$ cat src/rtl/data_frame_scheduler.sv
// data_frame_scheduler
// Sequences the triggered serial link to the DDS board and shares it between
// two word sources. Each trigger rising edge grants one pending source
// (round-robin) and emits a start flag, an LSB-first data burst and an end
// flag. Timing is counted in TenMHzToData cycles.
//
// Ports:
//   TenMHzToData  system clock
//   rst           asynchronous active-high reset
//   trgger        asynchronous frame trigger (rising edge starts a frame)
//   req[1:0]      per-source request level, held until ack
//   data0/data1   source words, stable while the matching req is set
//   ack[1:0]      one-cycle pulse, word of that source latched
//   data_output   serial data line
//   dflag         start/end frame flag
//   busy          high from grant to end of HOLD
//   done          one-cycle pulse on frame completion
//   abort         one-cycle pulse when a frame is cut short
//   missed[7:0]   saturating count of triggers with no request pending
module data_frame_scheduler #(
  parameter int unsigned WIDTH   = 18,
  parameter int unsigned T_START = 8000,
  parameter int unsigned T_DATA  = 10000,
  parameter int unsigned T_END   = 11000,
  parameter int unsigned T_FLAG  = 1000,
  parameter int unsigned T_FRAME = 12000,
  parameter int unsigned CW      = 14
) (
  input  logic             TenMHzToData,
  input  logic             rst,
  input  logic             trgger,
  input  logic [1:0]       req,
  input  logic [WIDTH-1:0] data0,
  input  logic [WIDTH-1:0] data1,
  output logic [1:0]       ack,
  output logic             data_output,
  output logic             dflag,
  output logic             busy,
  output logic             done,
  output logic             abort,
  output logic [7:0]       missed
);

  localparam logic [CW-1:0] C_START     = CW'(T_START);
  localparam logic [CW-1:0] C_START_END = CW'(T_START + T_FLAG);
  localparam logic [CW-1:0] C_END       = CW'(T_END);
  localparam logic [CW-1:0] C_END_END   = CW'(T_END + T_FLAG);
  localparam logic [CW-1:0] C_DATA      = CW'(T_DATA);
  localparam logic [CW-1:0] C_DATA_END  = CW'(T_DATA + WIDTH);
  localparam logic [CW-1:0] C_FRAME     = CW'(T_FRAME);

  typedef enum logic [1:0] {IDLE, RUN, HOLD} state_t;

  state_t           state;
  logic [CW-1:0]    counter;
  logic [WIDTH-1:0] shift_reg;
  logic             last_grant;
  // [0],[1]: two-flop synchroniser; [2]: previous synchronised level
  logic [2:0]       trig_sync;

  logic trig_rise;
  logic trig_low;
  logic grant;
  logic flag_on;
  logic bit_on;

  always_comb begin
    trig_rise = trig_sync[1] & ~trig_sync[2];
    trig_low  = ~trig_sync[1];
    // Both pending: pick the source that did not win last time.
    if (req == 2'b11) grant = ~last_grant;
    else              grant = req[1];
    flag_on = ((counter >= C_START) && (counter < C_START_END)) ||
              ((counter >= C_END)   && (counter < C_END_END));
    bit_on  = (counter >= C_DATA) && (counter < C_DATA_END);
  end

  always_ff @(posedge TenMHzToData or posedge rst) begin
    if (rst) begin
      state       <= IDLE;
      counter     <= '0;
      shift_reg   <= '0;
      last_grant  <= 1'b1;
      trig_sync   <= '0;
      ack         <= '0;
      data_output <= 1'b0;
      dflag       <= 1'b0;
      busy        <= 1'b0;
      done        <= 1'b0;
      abort       <= 1'b0;
      missed      <= '0;
    end else begin
      trig_sync   <= {trig_sync[1:0], trgger};
      ack         <= '0;
      done        <= 1'b0;
      abort       <= 1'b0;
      dflag       <= 1'b0;
      data_output <= 1'b0;

      case (state)
        IDLE: begin
          if (trig_rise) begin
            if (req != 2'b00) begin
              shift_reg  <= grant ? data1 : data0;
              ack        <= grant ? 2'b10 : 2'b01;
              counter    <= '0;
              last_grant <= grant;
              busy       <= 1'b1;
              state      <= RUN;
            end else begin
              if (missed != 8'hFF) missed <= missed + 8'd1;
              busy  <= 1'b0;
              state <= HOLD;
            end
          end
        end

        RUN: begin
          if (counter == C_FRAME) begin
            done  <= 1'b1;
            state <= HOLD;
          end else if (trig_low) begin
            abort <= 1'b1;
            busy  <= 1'b0;
            state <= IDLE;
          end else begin
            counter <= counter + 1'b1;
            dflag   <= flag_on;
            // Word is consumed LSB first by shifting once per data slot.
            if (bit_on) begin
              data_output <= shift_reg[0];
              shift_reg   <= shift_reg >> 1;
            end
          end
        end

        HOLD: begin
          if (trig_low) begin
            busy  <= 1'b0;
            state <= IDLE;
          end
        end

        default: begin
          busy  <= 1'b0;
          state <= IDLE;
        end
      endcase
    end
  end

endmodule

$ cat config.mk
export PLATFORM = sky130hd
export DESIGN_NAME = data_frame_scheduler
export DESIGN_NICKNAME = d
export VERILOG_FILES = /design/src/rtl/data_frame_scheduler.sv
export SDC_FILE = /design/constraint.sdc
export NUM_CORES = 1
export LEC_CHECK = 0
export CAP_MARGIN = 20
export CORE_UTILIZATION = 52
export CTS_CLUSTER_DIAMETER = 60
export DETAILED_ROUTE_END_ITERATION = 16
export GPL_TIMING_DRIVEN = 0
export PLACE_DENSITY = 0.88
export SLEW_MARGIN = 20
export SYNTH_ARGS = -nofsm -noshare
export SYNTH_HDL_FRONTEND = slang
export SYNTH_SLANG_ARGS = --single-unit
$ cat constraint.sdc
create_clock -name TenMHzToData -period 3.5 [get_ports TenMHzToData]
set_clock_uncertainty 0.15 [all_clocks]
set_input_delay 0.875 -clock TenMHzToData [delete_from_list [all_inputs] [get_ports TenMHzToData]]
set_output_delay 0.875 -clock TenMHzToData [all_outputs]
set_load 0.05 [all_outputs]
==> results of run 1 <==
[synthesized netlist by cell type, drive strengths merged (2+ instances only)]
cell           count  share of area, %
nor2              19               2.4
nand4              7               1.5
o211ai             3              0.75
nand2b             3              0.62
or4                2              0.62
clkbuf             6               1.1
and4               2              0.62
a31oi              3              0.62
a21oi              4              0.66
and3               5               1.2
ha                 7               2.9
clkdlybuf4s15      2              0.71
nand2             36               4.5
buf                7               2.2
o21ai             24               4.4
or2                3              0.62
inv               13               1.6
dfrtp             52                43
xor2              10               2.9
nor3               8               1.3
mux2              19               8.2
nand3b             2              0.50
nand3             13               2.2
and2               2              0.41
a22o               2              0.62
mux2i             20               6.6
nor4               4              0.83
xnor2              6               1.7
a211oi             2              0.50
o22ai              2              0.41
[layout make-up]
cell class	count	area share, %
Clock buffer	5	1.81
Buffer	16	3.41
Multi-Input combinational cell	216	39.6
Clock inverter	3	1.71
Tap cell	72	2.36
Inverter	13	1.28
Sequential cell	53	34.8
Timing Repair Buffer	56	15.0
[worst paths after layout]
kind / cells after the start / slack, ns / endpoint / start
max: 6 / 0.59 / shift_reg[0] / req[1]
max in group asynchronous: 3 / 1.86 / last_grant / rst
max reg2reg: 7 / 0.64 / shift_reg[10] / counter[1]
min in group asynchronous: 2 / 0.74 / trig_sync[0] / rst
min reg2reg: 0 / 0.22 / trig_sync[1] / trig_sync[0]
min: 0 / 0.22 / trig_sync[1] / trig_sync[0]
[metal layers]
layer | part of all wire [%] | vias to the layer above
met5 | 0 | -
met4 | 0.58 | 0
met3 | 3.6 | 4
met2 | 51 | 60
met1 | 44 | 1167
li1 | - | 1161
[power by group through the flow]
stage / combinational [mW] / clock [mW] / sequential [mW]
5_1_grt: 0.901 / 0.515 / 0.909
4_1_cts: 0.828 / 0.493 / 0.884
3_3_place_gp: 0.783 / 0 / 0.884
6_report: 0.823 / 0.492 / 0.891
3_5_place_dp: 0.826 / 0 / 0.893
2_1_floorplan: 0.512 / 0 / 0.958
[stage by stage]
stage               setup slack (ns)  instances  power [mW]
floorplan                      0.820        298        1.47
CTS                            0.572        434        2.20
global route                   0.479        434        2.33
detailed placement             0.232        426        1.72
global placement               0.234        425        1.67
finish                         0.586        434        2.21
[worst max-delay path, cell delays in order]
cell and delay [ns]:
clkdlybuf4s50_1 0.53, a21boi_0 0.28, buf_1 0.60, mux2i_1 0.30, o21ai_0 0.11, mux2_2 0.27
[kinds of logic (layout without fill, tap and decap cells)]
| logic type | after synthesis | count (layout) | synth area share [%] |
|---|---|---|---|
| AO/OA/AOI/OAI | 46 | 46 | 9.66 |
| adder cells (fa/ha/maj) | 7 | 7 | 2.90 |
| AND/OR/NAND/NOR | 108 | 108 | 18.0 |
| XOR/XNOR | 16 | 16 | 4.65 |
| flip-flops | 53 | 53 | 44.0 |
| buffers and inverters | 29 | 93 | 5.93 |
| multiplexers | 39 | 39 | 14.8 |
==> flow_results.xml, run 1 <==
<?xml version="1.0" encoding="UTF-8"?>
<metrics>
  <group name="run_status">
    <metric name="outcome" unit="">completed</metric>
  </group>
  <group name="synthesis">
    <metric name="dominant_synthesized_flop_cell" unit="">dfrtp_1</metric>
    <metric name="synth_cell_types" unit="">52</metric>
    <metric name="async_reset_ff_share" unit="%">100</metric>
    <metric name="number_of_synthesized_flops_with_an_enable_pin" unit="">0</metric>
    <metric name="sequential_cell_area_fraction_in_the_yosys_report" unit="%">44.0</metric>
    <metric name="syn-instance-count" unit="">298</metric>
    <metric name="syn_area" unit="µm²">3020</metric>
    <metric name="syn_avg_cell_area" unit="µm²">10.1</metric>
    <metric name="synth.ff_latch_count" unit="">53</metric>
    <metric name="ys.warnings.count" unit="">0</metric>
    <metric name="synth_fp_nets" unit="">346</metric>
  </group>
  <group name="timing">
    <metric name="worst_max_slew_pin_slew" unit="ns">0.733</metric>
    <metric name="timing.setup.tns" unit="ns">0</metric>
    <metric name="timing.final.crit_share" unit="%">83.2</metric>
    <metric name="timing_hold_violations_final" unit="">0</metric>
    <metric name="setup_repair_after_global_routing_missed_its_margin" unit="">no</metric>
    <metric name="layout_min_cycle_time" unit="ns">2.91</metric>
    <metric name="achievable_freq" unit="MHz">343</metric>
    <metric name="worst_rel_slew_slack" unit="%">51.1</metric>
    <metric name="final_max_slew_viol_count" unit="">0</metric>
    <metric name="report.final.setup_viol" unit="">0</metric>
    <metric name="fin_worst_hold_slack" unit="ns">0.218</metric>
  </group>
  <group name="grt">
    <metric name="grt_max_degree" unit="">32</metric>
    <metric name="grt_remaining_overflow" unit="">0</metric>
    <metric name="gr-usage-met2" unit="%">38.4</metric>
    <metric name="global_route_wire_length_before_repair" unit="µm">10900</metric>
    <metric name="grt.met1_usage" unit="%">30.4</metric>
    <metric name="globalRoute.busiestLayer" unit="">met2</metric>
    <metric name="met3_usage" unit="%">4.07</metric>
    <metric name="first_global_vias" unit="">2320</metric>
    <metric name="grt_util_all_layers" unit="%">23.0</metric>
    <metric name="grt_antenna_before_repair" unit="">0</metric>
  </group>
  <group name="final_layout">
    <metric name="fillers" unit="">438</metric>
    <metric name="stdcell_area" unit="µm²">3810</metric>
    <metric name="seqCellArea" unit="µm²">1330</metric>
    <metric name="layout_cell_share_with_drive_strength_beyond_1" unit="%">13.3</metric>
    <metric name="layout_common_cells" unit="">55 x clkdlybuf4s50_1, 52 x dfrtp_1, 36 x nand2_1</metric>
    <metric name="largest_register_ffs" unit="">18</metric>
    <metric name="finalCoreUtilization" unit="%">68.8</metric>
    <metric name="area_growth" unit="%">26.3</metric>
    <metric name="fin_nets" unit="">409</metric>
    <metric name="multi_input_comb_area" unit="µm²">1510</metric>
    <metric name="diodes" unit="">0</metric>
    <metric name="layout.cells.most_common" unit="">clkdlybuf4s50_1</metric>
  </group>
  <group name="power">
    <metric name="p_leak" unit="nW">1.68</metric>
    <metric name="combinationalPowerShare" unit="%">37.3</metric>
    <metric name="clock_power_share" unit="%">22.3</metric>
    <metric name="power.switching" unit="mW">0.755</metric>
    <metric name="internal_power" unit="mW">1.45</metric>
    <metric name="power_frac_seq" unit="%">40.4</metric>
    <metric name="switching_power_share_of_the_total" unit="%">34.2</metric>
    <metric name="worst_ir_drop_vdd" unit="mV">0.442</metric>
    <metric name="cellPowerDensity" unit="nW/µm²">579</metric>
  </group>
  <group name="floorplanning">
    <metric name="floorplan.rows" unit="">27</metric>
    <metric name="core_region_area" unit="µm²">5540</metric>
    <metric name="fp.dieW" unit="µm">78.2</metric>
    <metric name="top_level_ports" unit="">56</metric>
    <metric name="start_util" unit="%">54.4</metric>
    <metric name="die-height" unit="µm">78.2</metric>
    <metric name="dieArea" unit="µm²">6110</metric>
  </group>
  <group name="detailed_routing">
    <metric name="post_drt_via_cell_ratio" unit="">5.51</metric>
    <metric name="route.vias.total" unit="">2392</metric>
    <metric name="antenna_violating_nets_post_route" unit="">0</metric>
    <metric name="dr.first_iter.drc_count" unit="">139</metric>
    <metric name="post-route-drc-count" unit="">0</metric>
    <metric name="route.detailed.wl_per_inst" unit="µm">15.2</metric>
    <metric name="dr.pass1.iters" unit="">4</metric>
    <metric name="totalWireLength" unit="µm">6600</metric>
  </group>
  <group name="clocking">
    <metric name="clk_pin_slew_worst_setup_hold_paths" unit="ns">0.10</metric>
    <metric name="cts.sink_count" unit="">53</metric>
    <metric name="cts-buffers-inserted" unit="">5</metric>
    <metric name="tritoncts_clock_tree" unit="">done</metric>
    <metric name="cts.htree.levels" unit="">2</metric>
    <metric name="cts_max_path_buffers" unit="">2</metric>
    <metric name="postcts_resize_cnt" unit="">0</metric>
    <metric name="clk-insertion-delay-late" unit="ns">0.30</metric>
    <metric name="cts-hold-fix-buffers" unit="">0</metric>
    <metric name="clockRootBuffer" unit="">clkbuf_8</metric>
    <metric name="postCtsSetupRepairBufs" unit="">0</metric>
  </group>
  <group name="job">
    <metric name="timing.max_cap.violations" unit="">0</metric>
  </group>
  <group name="worst_hold_path">
    <metric name="holdCritPathClass" unit="">register to register</metric>
  </group>
  <group name="critical_path">
    <metric name="worst-endpoint-required" unit="ns">3.55</metric>
    <metric name="path_class" unit="">primary input to register</metric>
    <metric name="critical_path.endpoint_type" unit="">register</metric>
    <metric name="crit_fanout" unit="">10</metric>
    <metric name="startpoint_type" unit="">primary input</metric>
    <metric name="critical_path_arrival" unit="ns">2.96</metric>
  </group>
  <group name="placement">
    <metric name="dp_hpwl" unit="µm">4900</metric>
    <metric name="postPlaceCellArea" unit="µm²">3680</metric>
    <metric name="finalWeightedCongestion" unit="">0.875</metric>
    <metric name="io_buffer_count" unit="">55</metric>
  </group>
</metrics>
(Power assumes the default switching activity.)
==> inputs of run 2 (changes only) <==
- CORE_UTILIZATION: 52 -> 47
- PLACE_DENSITY: 0.88 -> 0.84
- clock period: 3.5 -> 2.4 ns (I/O delays scaled with it)
==> flow_results.xml, run 2 (synthesized netlist as in run 1, its figures left out) <==
<?xml version="1.0" encoding="UTF-8"?>
<metrics>
  <group name="timing">
    <metric name="achievable_freq" unit="MHz">382</metric>
    <metric name="timing.final.crit_share" unit="%">109</metric>
    <metric name="final_max_slew_viol_count" unit="">0</metric>
    <metric name="worst_setup_margin" unit="ns">-0.215</metric>
    <metric name="worst_max_slew_pin_slew" unit="ns">0.554</metric>
    <metric name="layout_min_cycle_time" unit="ns">2.62</metric>
    <metric name="fin_worst_hold_slack" unit="ns">0.226</metric>
    <metric name="setup_repair_after_global_routing_missed_its_margin" unit="">yes</metric>
    <metric name="worst_rel_slew_slack" unit="%">62.7</metric>
    <metric name="report.final.setup_viol" unit="">20</metric>
    <metric name="timing_hold_violations_final" unit="">0</metric>
    <metric name="timing.setup.tns" unit="ns">-3.35</metric>
  </group>
  <group name="placement">
    <metric name="placed_cells_incl_taps" unit="">429</metric>
    <metric name="placement.setup.worst_slack" unit="ns">-0.502</metric>
    <metric name="io_buffer_count" unit="">55</metric>
    <metric name="dp_hpwl" unit="µm">4720</metric>
    <metric name="finalWeightedCongestion" unit="">0.881</metric>
  </group>
  <group name="clocking">
    <metric name="cts.htree.levels" unit="">2</metric>
    <metric name="tritoncts_clock_tree" unit="">done</metric>
    <metric name="clk-insertion-delay-late" unit="ns">0.32</metric>
    <metric name="cts.sink_count" unit="">53</metric>
    <metric name="cts-hold-fix-buffers" unit="">0</metric>
    <metric name="cts-buffers-inserted" unit="">5</metric>
    <metric name="clk_pin_slew_worst_setup_hold_paths" unit="ns">0.10</metric>
    <metric name="cts_max_path_buffers" unit="">2</metric>
    <metric name="clockRootBuffer" unit="">clkbuf_8</metric>
  </group>
  <group name="grt">
    <metric name="first_global_vias" unit="">2419</metric>
    <metric name="grt_remaining_overflow" unit="">0</metric>
    <metric name="grt_util_all_layers" unit="%">22.3</metric>
    <metric name="grt_antenna_before_repair" unit="">0</metric>
    <metric name="global_route_wire_length_before_repair" unit="µm">11400</metric>
    <metric name="grt_max_degree" unit="">35</metric>
  </group>
  <group name="final_layout">
    <metric name="layout.cells.most_common" unit="">clkdlybuf4s50_1</metric>
    <metric name="layout_common_cells" unit="">53 x clkdlybuf4s50_1, 50 x dfrtp_1, 35 x nand2_1</metric>
    <metric name="layout_cell_share_with_drive_strength_beyond_1" unit="%">20.8</metric>
    <metric name="fillers" unit="">430</metric>
    <metric name="largest_register_ffs" unit="">18</metric>
    <metric name="fin_cells" unit="">455</metric>
    <metric name="diodes" unit="">0</metric>
    <metric name="area_growth" unit="%">33.6</metric>
    <metric name="fin_nets" unit="">427</metric>
  </group>
  <group name="run_status">
    <metric name="violations" unit="">negative setup slack</metric>
    <metric name="outcome" unit="">finished with violations</metric>
  </group>
  <group name="floorplanning">
    <metric name="top_level_ports" unit="">56</metric>
    <metric name="dieArea" unit="µm²">6740</metric>
    <metric name="fp.dieW" unit="µm">82.1</metric>
    <metric name="floorplan.rows" unit="">28</metric>
    <metric name="core_region_area" unit="µm²">6060</metric>
    <metric name="start_util" unit="%">49.8</metric>
    <metric name="die-height" unit="µm">82.1</metric>
  </group>
  <group name="critical_path">
    <metric name="crit_fanout" unit="">5</metric>
    <metric name="startpoint_type" unit="">register</metric>
    <metric name="path_class" unit="">register to register</metric>
    <metric name="worst-endpoint-required" unit="ns">2.46</metric>
    <metric name="critical_path.endpoint_type" unit="">register</metric>
    <metric name="critical_path_arrival" unit="ns">2.68</metric>
  </group>
  <group name="detailed_routing">
    <metric name="dr.pass1.iters" unit="">5</metric>
    <metric name="route.vias.total" unit="">2590</metric>
    <metric name="antenna_violating_nets_post_route" unit="">0</metric>
    <metric name="post_drt_via_cell_ratio" unit="">5.69</metric>
    <metric name="totalWireLength" unit="µm">7360</metric>
    <metric name="dr.first_iter.drc_count" unit="">258</metric>
    <metric name="post-route-drc-count" unit="">0</metric>
    <metric name="route.detailed.wl_per_inst" unit="µm">16.2</metric>
  </group>
  <group name="power">
    <metric name="worst_ir_drop_vdd" unit="mV">0.626</metric>
    <metric name="cellPowerDensity" unit="nW/µm²">812</metric>
    <metric name="p_leak" unit="nW">1.85</metric>
  </group>
  <group name="job">
    <metric name="timing.max_cap.violations" unit="">0</metric>
  </group>
  <group name="worst_hold_path">
    <metric name="holdCritPathClass" unit="">register to register</metric>
  </group>
</metrics>
==> run 2: metrics by stage <==
stage / cell area [µm²] / util, % / power [mW]
detailed placement: 3680 / 60.8 / 2.50
global route: 4030 / 66.5 / 3.45
global placement: 3660 / 60.5 / 2.43
finish: 4030 / 66.5 / 3.27
floorplan: 3020 / - / 2.15
CTS: 3900 / 64.3 / 3.13
==> run 2: final timing paths <==
check,slack [ns],cells after the start,from,endpoint
hold reg to reg,0.23,0,trig_sync[0],trig_sync[1]
hold / removal,0.23,0,trig_sync[0],trig_sync[1]
min in group asynchronous,0.45,2,rst,shift_reg[14]
setup reg to reg,-0.22,6,counter[2],shift_reg[12]
max in group asynchronous,1.11,3,rst,counter[12]
setup / recovery,-0.22,6,counter[2],shift_reg[12]
==> run 2: repair_timing <==
item | in CTS | in global routing
resized for setup | 8 | 22
buffers inserted | 9 | 10
gates cloned | 2 | 0
pin swaps | 1 | 1
endpoints found under the setup margin | 22 | 43
==> run 2: cell type report <==
cell class / instances / area, µm² / area share, %
Timing Repair Buffer: 76 / 757 / 18.8
Tap cell: 75 / 93.8 / 2.33
Sequential cell: 53 / 1330 / 33.0
Clock buffer: 5 / 68.8 / 1.71
Buffer: 13 / 104 / 2.58
Clock inverter: 3 / 26.3 / 0.652
Multi-Input combinational cell: 217 / 1600 / 39.6
Inverter: 13 / 52.6 / 1.30
==> run 2: critical path: stages, from the launching register on <==
cell and delay (ns):
dfrtp_1 0.44, or4_4 0.54, or4_4 0.56, and3_4 0.19
buf_4 0.15, o21ai_4 0.11, mux2_2 0.37
==> run 2: metal layers <==
metal / routed length, µm / up-vias / share of wire [%] / GRT usage, %
li1: - / 1209 / - / -
met1: 3010 / 1237 / 41 / 29.8
met2: 3740 / 121 / 51 / 35.7
met3: 413 / 23 / 5.6 / 4.07
met4: 200 / 0 / 2.7 / 8.60
met5: 0 / - / 0 / 0
==> run 2: where the power goes <==
group | leakage, nW | switching, mW | internal [mW]
clock | 0.0487 | 0.324 | 0.213
combinational | 1.12 | 0.716 | 0.724
sequential | 0.684 | 0.171 | 1.13
==> inputs of run 3 (changes only) <==
- ABC_AREA: not set -> 0
- CAP_MARGIN: 20 -> not set
==> results of run 3 <==
No change in the layout: final DEF, timing and power equal those of run 2.
